## config.mk

```make
export PLATFORM = sky130hd
export DESIGN_NAME = usb_rx_ctrl_flat
export DESIGN_NICKNAME = d
export VERILOG_FILES = /design/src/rtl/usb_rx_pkg.sv /design/src/rtl/usb_rx_if.sv /design/src/rtl/usb_crc16.sv /design/src/rtl/usb_rx_ctrl.sv /design/src/flat_wrapper.sv
export SDC_FILE = /design/constraint.sdc
export NUM_CORES = 1
export LEC_CHECK = 0
export ABC_AREA = 1
export CAP_MARGIN = 40
export CORE_ASPECT_RATIO = 1.25
export CORE_UTILIZATION = 54
export DETAILED_ROUTE_END_ITERATION = 10
export PLACE_DENSITY = 0.89
export SLEW_MARGIN = 20
export SYNTH_ARGS = -nofsm -noshare
export SYNTH_HDL_FRONTEND = slang
export SYNTH_SLANG_ARGS = --single-unit
export TNS_END_PERCENT = 100
```

## constraint.sdc

```tcl
create_clock -name clk -period 2.6 [get_ports clk]
set_clock_uncertainty 0.1 [all_clocks]
set_input_delay 0.26 -clock clk [delete_from_list [all_inputs] [get_ports clk]]
set_output_delay 0.26 -clock clk [all_outputs]
set_load 0.02 [all_outputs]
```

## src/rtl/usb_rx_pkg.sv

```systemverilog
// usb_rx_pkg: packet/state enums and PID/CRC constants for the USB RX
// sequencer. Optional CRC16 check is enabled by USB_RX_CRC16_CHECK_EN.
package usb_rx_pkg;

   typedef enum logic [2:0] {
      RX_NONE  = 3'd0,
      RX_OUT   = 3'd1,
      RX_IN    = 3'd2,
      RX_DATA0 = 3'd3,
      RX_DATA1 = 3'd4,
      RX_ACK   = 3'd5,
      RX_NAK   = 3'd6,
      RX_STALL = 3'd7
   } rx_packet_t;

   typedef enum logic [2:0] {
      ST_IDLE,
      ST_PID,
      ST_TOKEN,
      ST_DATA,
      ST_HSHAKE,
      ST_DONE,
      ST_ERR_WAIT
   } rx_state_t;

   localparam logic [3:0] PID_OUT   = 4'b0001;
   localparam logic [3:0] PID_IN    = 4'b1001;
   localparam logic [3:0] PID_DATA0 = 4'b0011;
   localparam logic [3:0] PID_DATA1 = 4'b1011;
   localparam logic [3:0] PID_ACK   = 4'b0010;
   localparam logic [3:0] PID_NAK   = 4'b1010;
   localparam logic [3:0] PID_STALL = 4'b1110;

   localparam logic [15:0] CRC16_POLY     = 16'h8005;
   localparam logic [15:0] CRC16_INIT     = 16'hFFFF;
   localparam logic [15:0] CRC16_RESIDUAL = 16'h800D;

endpackage

```

## src/rtl/usb_rx_if.sv

```systemverilog
// usb_rx_if: status inputs from decoder/shift register and FIFO, plus the
// packet/strobe/status outputs. master = datapath side, slave = usb_rx_ctrl.
interface usb_rx_if;
   import usb_rx_pkg::*;

   logic       sync_byte_detected;
   logic       byte_done;
   logic [7:0] rx_byte;
   logic       eop;
   logic       fifo_full;
   rx_packet_t rx_packet;
   logic       store_rx_data;
   logic [7:0] rx_packet_data;
   logic       rx_active;
   logic       rx_data_ready;
   logic       rx_error;

   modport master (
      output sync_byte_detected, byte_done, rx_byte, eop, fifo_full,
      input  rx_packet, store_rx_data, rx_packet_data,
      input  rx_active, rx_data_ready, rx_error
   );

   modport slave (
      input  sync_byte_detected, byte_done, rx_byte, eop, fifo_full,
      output rx_packet, store_rx_data, rx_packet_data,
      output rx_active, rx_data_ready, rx_error
   );

endinterface

```

## src/rtl/usb_crc16.sv

```systemverilog
// usb_crc16: byte-serial USB CRC16 (LSB first). Ports: clk, n_rst, i_clr
// (reload init), i_en (absorb i_data), o_crc_nxt (value after this cycle).
module usb_crc16
   import usb_rx_pkg::*;
(
   input  logic        clk,
   input  logic        n_rst,
   input  logic        i_clr,
   input  logic        i_en,
   input  logic [7:0]  i_data,
   output logic [15:0] o_crc_nxt
);

   logic [15:0] r_crc;
   logic [15:0] w_upd;

   always_comb begin
      w_upd = r_crc;
      for (int i = 0; i < 8; i++) begin
         if (w_upd[15] ^ i_data[i])
            w_upd = {w_upd[14:0], 1'b0} ^ CRC16_POLY;
         else
            w_upd = {w_upd[14:0], 1'b0};
      end
      // lets the FSM judge the residual when eop and the last byte coincide
      o_crc_nxt = i_en ? w_upd : r_crc;
   end

   always_ff @(posedge clk or negedge n_rst) begin
      if (!n_rst)     r_crc <= CRC16_INIT;
      else if (i_clr) r_crc <= CRC16_INIT;
      else if (i_en)  r_crc <= w_upd;
   end

endmodule

```

## src/rtl/usb_rx_ctrl.sv

```systemverilog
// usb_rx_ctrl: USB RX packet sequencer (PID check, body, EOP, FIFO stores).
// Ports: clk, n_rst, bus (usb_rx_if.slave). Macro: USB_RX_CRC16_CHECK_EN.
module usb_rx_ctrl
   import usb_rx_pkg::*;
#(
   parameter int unsigned MAX_DATA_BYTES = 66,
   parameter int unsigned TOKEN_BYTES    = 2
) (
   input  logic     clk,
   input  logic     n_rst,
   usb_rx_if.slave  bus
);

   localparam logic [6:0] LP_MAX = 7'(MAX_DATA_BYTES);
   localparam logic [6:0] LP_TOK = 7'(TOKEN_BYTES);

   rx_state_t  r_state;
   logic [6:0] r_cnt;
   rx_packet_t r_packet;
   logic [7:0] r_data;
   logic       r_store;
   logic       r_active;
   logic       r_ready;
   logic       r_error;

   logic [6:0] w_cnt_inc;
   logic [6:0] w_cnt_nxt;
   logic       w_pid_ok;
   rx_packet_t w_pid_pkt;
   logic       w_sync;
   logic       w_take;
   logic       w_crc_ok;

   always_comb begin
      w_cnt_inc = (r_cnt == 7'h7F) ? r_cnt : r_cnt + 7'd1;
      w_cnt_nxt = bus.byte_done ? w_cnt_inc : r_cnt;
      w_pid_ok  = (bus.rx_byte[7:4] == ~bus.rx_byte[3:0]);
      w_pid_pkt = RX_NONE;
      case (bus.rx_byte[3:0])
         PID_OUT:   w_pid_pkt = RX_OUT;
         PID_IN:    w_pid_pkt = RX_IN;
         PID_DATA0: w_pid_pkt = RX_DATA0;
         PID_DATA1: w_pid_pkt = RX_DATA1;
         PID_ACK:   w_pid_pkt = RX_ACK;
         PID_NAK:   w_pid_pkt = RX_NAK;
         PID_STALL: w_pid_pkt = RX_STALL;
         default:   w_pid_pkt = RX_NONE;
      endcase
      w_sync = (r_state == ST_IDLE) && bus.sync_byte_detected;
      // a DATA byte is accepted only if the FIFO has room and length allows
      w_take = (r_state == ST_DATA) && bus.byte_done &&
               !bus.fifo_full && (w_cnt_inc <= LP_MAX);
   end

`ifdef USB_RX_CRC16_CHECK_EN
   logic [15:0] w_crc_nxt;

   usb_crc16 u_crc (
      .clk       (clk),
      .n_rst     (n_rst),
      .i_clr     (w_sync),
      .i_en      (w_take),
      .i_data    (bus.rx_byte),
      .o_crc_nxt (w_crc_nxt)
   );

   assign w_crc_ok = (w_crc_nxt == CRC16_RESIDUAL);
`else
   assign w_crc_ok = 1'b1;
`endif

   always_ff @(posedge clk or negedge n_rst) begin
      if (!n_rst) begin
         r_state  <= ST_IDLE;
         r_cnt    <= '0;
         r_packet <= RX_NONE;
         r_data   <= '0;
         r_store  <= 1'b0;
         r_active <= 1'b0;
         r_ready  <= 1'b0;
         r_error  <= 1'b0;
      end else begin
         r_store <= 1'b0;
         r_ready <= 1'b0;
         r_error <= 1'b0;
         case (r_state)
            ST_IDLE: begin
               if (w_sync) begin
                  r_state  <= ST_PID;
                  r_active <= 1'b1;
                  r_cnt    <= '0;
                  r_packet <= RX_NONE;
               end
            end
            ST_PID: begin
               if (bus.byte_done && w_pid_ok &&
                   w_pid_pkt != RX_NONE && !bus.eop) begin
                  r_packet <= w_pid_pkt;
                  case (w_pid_pkt)
                     RX_OUT, RX_IN:     r_state <= ST_TOKEN;
                     RX_DATA0, RX_DATA1: r_state <= ST_DATA;
                     default:           r_state <= ST_HSHAKE;
                  endcase
               end else if (bus.byte_done || bus.eop) begin
                  r_state <= ST_ERR_WAIT;
                  r_error <= 1'b1;
               end
            end
            ST_TOKEN: begin
               if (bus.byte_done && w_cnt_inc > LP_TOK) begin
                  r_state <= ST_ERR_WAIT;
                  r_error <= 1'b1;
               end else begin
                  if (bus.byte_done) r_cnt <= w_cnt_inc;
                  if (bus.eop) begin
                     if (w_cnt_nxt == LP_TOK) begin
                        r_state <= ST_DONE;
                        r_ready <= 1'b1;
                     end else begin
                        r_state <= ST_ERR_WAIT;
                        r_error <= 1'b1;
                     end
                  end
               end
            end
            ST_DATA: begin
               if (bus.byte_done && !w_take) begin
                  r_state <= ST_ERR_WAIT;
                  r_error <= 1'b1;
               end else begin
                  if (w_take) begin
                     r_cnt   <= w_cnt_inc;
                     r_data  <= bus.rx_byte;
                     r_store <= 1'b1;
                  end
                  if (bus.eop) begin
                     if (w_cnt_nxt >= 7'd2 && w_crc_ok) begin
                        r_state <= ST_DONE;
                        r_ready <= 1'b1;
                     end else begin
                        r_state <= ST_ERR_WAIT;
                        r_error <= 1'b1;
                     end
                  end
               end
            end
            ST_HSHAKE: begin
               if (bus.byte_done) begin
                  r_state <= ST_ERR_WAIT;
                  r_error <= 1'b1;
               end else if (bus.eop) begin
                  r_state <= ST_DONE;
                  r_ready <= 1'b1;
               end
            end
            ST_DONE: begin
               r_state  <= ST_IDLE;
               r_active <= 1'b0;
            end
            ST_ERR_WAIT: begin
               if (bus.eop) begin
                  r_state  <= ST_IDLE;
                  r_active <= 1'b0;
               end
            end
            default: begin
               r_state  <= ST_IDLE;
               r_active <= 1'b0;
            end
         endcase
      end
   end

   assign bus.rx_packet      = r_packet;
   assign bus.store_rx_data  = r_store;
   assign bus.rx_packet_data = r_data;
   assign bus.rx_active      = r_active;
   assign bus.rx_data_ready  = r_ready;
   assign bus.rx_error       = r_error;

endmodule

```

## src/flat_wrapper.sv

```systemverilog
// flat-port wrapper written by rule: the top's interface ports become plain ports
module usb_rx_ctrl_flat import usb_rx_pkg::*;
#(
   parameter int unsigned MAX_DATA_BYTES = 66,
   parameter int unsigned TOKEN_BYTES    = 2
)
  (clk, n_rst, bus_sync_byte_detected, bus_byte_done, bus_rx_byte, bus_eop, bus_fifo_full, bus_rx_packet, bus_store_rx_data, bus_rx_packet_data, bus_rx_active, bus_rx_data_ready, bus_rx_error);
  usb_rx_if bus_i ();
  input  logic clk;
  input  logic n_rst;
  input wire logic [$bits(bus_i.sync_byte_detected)-1:0] bus_sync_byte_detected;
  input wire logic [$bits(bus_i.byte_done)-1:0] bus_byte_done;
  input wire logic [$bits(bus_i.rx_byte)-1:0] bus_rx_byte;
  input wire logic [$bits(bus_i.eop)-1:0] bus_eop;
  input wire logic [$bits(bus_i.fifo_full)-1:0] bus_fifo_full;
  output wire logic [$bits(bus_i.rx_packet)-1:0] bus_rx_packet;
  output wire logic [$bits(bus_i.store_rx_data)-1:0] bus_store_rx_data;
  output wire logic [$bits(bus_i.rx_packet_data)-1:0] bus_rx_packet_data;
  output wire logic [$bits(bus_i.rx_active)-1:0] bus_rx_active;
  output wire logic [$bits(bus_i.rx_data_ready)-1:0] bus_rx_data_ready;
  output wire logic [$bits(bus_i.rx_error)-1:0] bus_rx_error;
  assign bus_i.sync_byte_detected = bus_sync_byte_detected;
  assign bus_i.byte_done = bus_byte_done;
  assign bus_i.rx_byte = bus_rx_byte;
  assign bus_i.eop = bus_eop;
  assign bus_i.fifo_full = bus_fifo_full;
  assign bus_rx_packet = bus_i.rx_packet;
  assign bus_store_rx_data = bus_i.store_rx_data;
  assign bus_rx_packet_data = bus_i.rx_packet_data;
  assign bus_rx_active = bus_i.rx_active;
  assign bus_rx_data_ready = bus_i.rx_data_ready;
  assign bus_rx_error = bus_i.rx_error;
  usb_rx_ctrl #(.MAX_DATA_BYTES(MAX_DATA_BYTES), .TOKEN_BYTES(TOKEN_BYTES)) u_core (.clk(clk), .n_rst(n_rst), .bus(bus_i));
endmodule
```

==> reports/summary.txt <==
crit end category: flop
Remaining Overflow, GRT: 0
I/O Buffers: 28
Site Rows: 23
post-route setup TNS: 0 ns
DRT iter0 DRCs: 73
largest net degree at the start of global routing: 26
antenna violations before repair: 0
RD Place Congestion: 0.985
Commonest cells post-synth: nand2_1 (73), inv_1 (38), nor2_1 (26)
Clock Latency Late Sink: 0.28 ns
CTS tree: built
max cap viols: 0
minimum clock period: 2.21 ns
Remaining DRCs: 0
fin cells: 338
fin util: 0.688
GR Util met3: 0.0225
CTS hold repair buffers: 0
Yosys reg bits: 25
leading area contributor after synthesis: dfrtp_1
Reg clk slew, reported paths: 0.09 ns
Via density: 5.43
Die Y: 67.2 um
sequential fraction of the synthesis area: 0.341
Multi-input gate area: 1010 um^2
cell with the most instances after synthesis: nand2_1
area fraction of the dominant cell type after synthesis: 0.341
maximum clock rate: 453 MHz
top post-synthesis cells by area: dfrtp_1 (34%), nand2_1 (15%), inv_1 (7.8%), nor2_1 (5.3%), o21ai_0 (4.9%)
Worst Hold Class: in2async
Top-Level Pins: 29
Synth Net Count: 284
Crit Path Max Fanout: 14
initial core utilization: 0.569
Syn Area/Cell: 6.82 um^2
gr usage total: 0.270
fill count: 280
placed insts: 334
synthesized area: 1840 um^2
drt wl/cell: 13.1 um
met2 Track Usage GR: 0.468
Inserted Clock Buffers: 3
FFs w/ async S/R, synth: 1.00
Max-slew headroom: 0.687
share of layout cells above drive strength 1: 0.133
nets: 317
ant diodes: 0
status: finished clean
static leakage: 1.07 nW
Post-synth EDFFs: 0
Die W: 54.1 um
Final Max Slew Viols: 0
first-pass GRT wire length: 7110 um
Bufs on Longest Clock Path: 2
Antenna Violating Nets Remaining: 0
synthesis-to-finish area growth: 20.7%
Pre-Repair DR Iteration Count: 4
Synth cell types: 33
DIE AREA: 3640 um^2
VDD IR-drop max: 0.000651 V
WP data required: 2.71 ns
startpoint types: flop
PwrDens: 889 nW/um^2
root buf cell: clkbuf_8
CTS resizes: 0
worst-margin pin slew: 0.467 ns
setup violators final: 0
H-tree levels: 1
Clock Sinks: 25
Core ar.: 3220 um^2
WS Path Type: reg2reg
Top FF cell, synth: dfrtp_1
via total after detailed routing: 1836
fin crit share: 0.849
vias in the first global route: 1688
Syn Inst Count: 269
Total Wirelength: 4420 um
Data arrival, critical path: 2.32 ns
RSZ-0062 raised after global routing: no
most crowded layer after global routing: met2
register area: 626 um^2
Yosys warning count: 0
Final Hold Vio Count: 0
post-CTS setup buffer count: 0
PnR Total Power: 1.97 mW
HPWL after DPL: 3410 um
grt met1 use: 0.320
[kinds of logic (layout without fill, tap and decap cells)]
logic type / after synthesis / count (layout) / share of synthesized area
flops: 25 / 25 / 0.341
simple gates: 142 / 142 / 0.359
fa+ha+maj: 1 / 1 / 0.00682
compound gates: 51 / 51 / 0.177
buf+inv: 48 / 80 / 0.106
xor+xnor: 2 / 2 / 0.00955
[layer usage]
layer | share of wire | vias up
met5 | 0 | -
met2 | 0.50 | 70
met1 | 0.42 | 822
met4 | 0.034 | 0
li1 | - | 929
met3 | 0.051 | 15
[flip-flops by register name (all words and copies together), names as in the netlist]
signal	count
u_core.bus.rx_data_ready	1
u_core.r_state	3
u_core.r_cnt	7
u_core.bus.rx_packet	3
u_core.bus.rx_error	1
u_core.bus.rx_packet_data	8
u_core.bus.store_rx_data	1
u_core.bus.rx_active	1
[critical path, stage by stage, from the launching register on]
cell	delay [ns]
dfrtp_1	0.36
ha_1	0.18
inv_1	0.08
nor2_4	0.18
inv_2	0.06
nand2_1	0.05
nand2_1	0.07
inv_1	0.14
nor2_1	0.06
nand3_1	0.09
nand3_2	0.13
o211ai_4	0.43
nand2_1	0.13
o21ai_2	0.07
[per-stage QoR]
| stage | cell area [um^2] | hold WS, ns | setup WS (ns) |
|---|---|---|---|
| 2_1_floorplan | 1840 | -0.136 | 0.574 |
| 3_3_place_gp | 2170 | 0.363 | 0.401 |
| 3_5_place_dp | 2170 | 0.367 | 0.258 |
| 4_1_cts | 2220 | 0.244 | 0.386 |
| 5_1_grt | 2220 | 0.278 | 0.147 |
| 6_report | 2220 | 0.233 | 0.393 |
[power by group]
part / switching [mW] / internal (mW) / leakage, nW
combinational: 0.699 / 0.420 / 0.716
clock: 0.135 / 0.113 / 0.0261
sequential: 0.0967 / 0.507 / 0.332
total: 0.931 / 1.04 / 1.07
[final timing paths]
| path | to | slack (ns) | depth (start not counted) | from |
|---|---|---|---|---|
| worst max-delay path | u_core.r_cnt[3]$_DFFE_PN0P_ | 0.39 | 13 | u_core.r_cnt[1]$_DFFE_PN0P_ |
| worst min-delay path | u_core.bus.rx_data_ready$_DFF_PN0_ | 0.23 | 2 | n_rst |
| worst max register to register | u_core.r_cnt[3]$_DFFE_PN0P_ | 0.39 | 13 | u_core.r_cnt[1]$_DFFE_PN0P_ |
| worst min register to register | u_core.bus.rx_packet_data[6]$_DFFE_PN0P_ | 0.39 | 2 | u_core.bus.rx_packet_data[6]$_DFFE_PN0P_ |
| max in group asynchronous | u_core.r_cnt[5]$_DFFE_PN0P_ | 1.92 | 2 | n_rst |
| min in group clk | u_core.bus.rx_packet_data[6]$_DFFE_PN0P_ | 0.39 | 2 | u_core.bus.rx_packet_data[6]$_DFFE_PN0P_ |
[layout make-up]
class                      instances  share of cell area
multi-input combinational        196               0.458
sequential                        25               0.282
timing repair buffer              33               0.143
inverter                          43              0.0728
tap                               37              0.0209
clock buffer                       3              0.0186
clock inverter                     1             0.00395
[cells in the final DEF (no fill, tap or decap), types with 8 or more instances in the layout]
master,instances
inv_1,38
dfrtp_1,25
nand2_2,9
a21oi_1,11
nand2_1,73
nor2_1,26
o21ai_0,18
clkdlybuf4s50_1,28
nand3_1,17
o21ai_2,8
No activity file was read; power rests on OpenSTA's default activity.
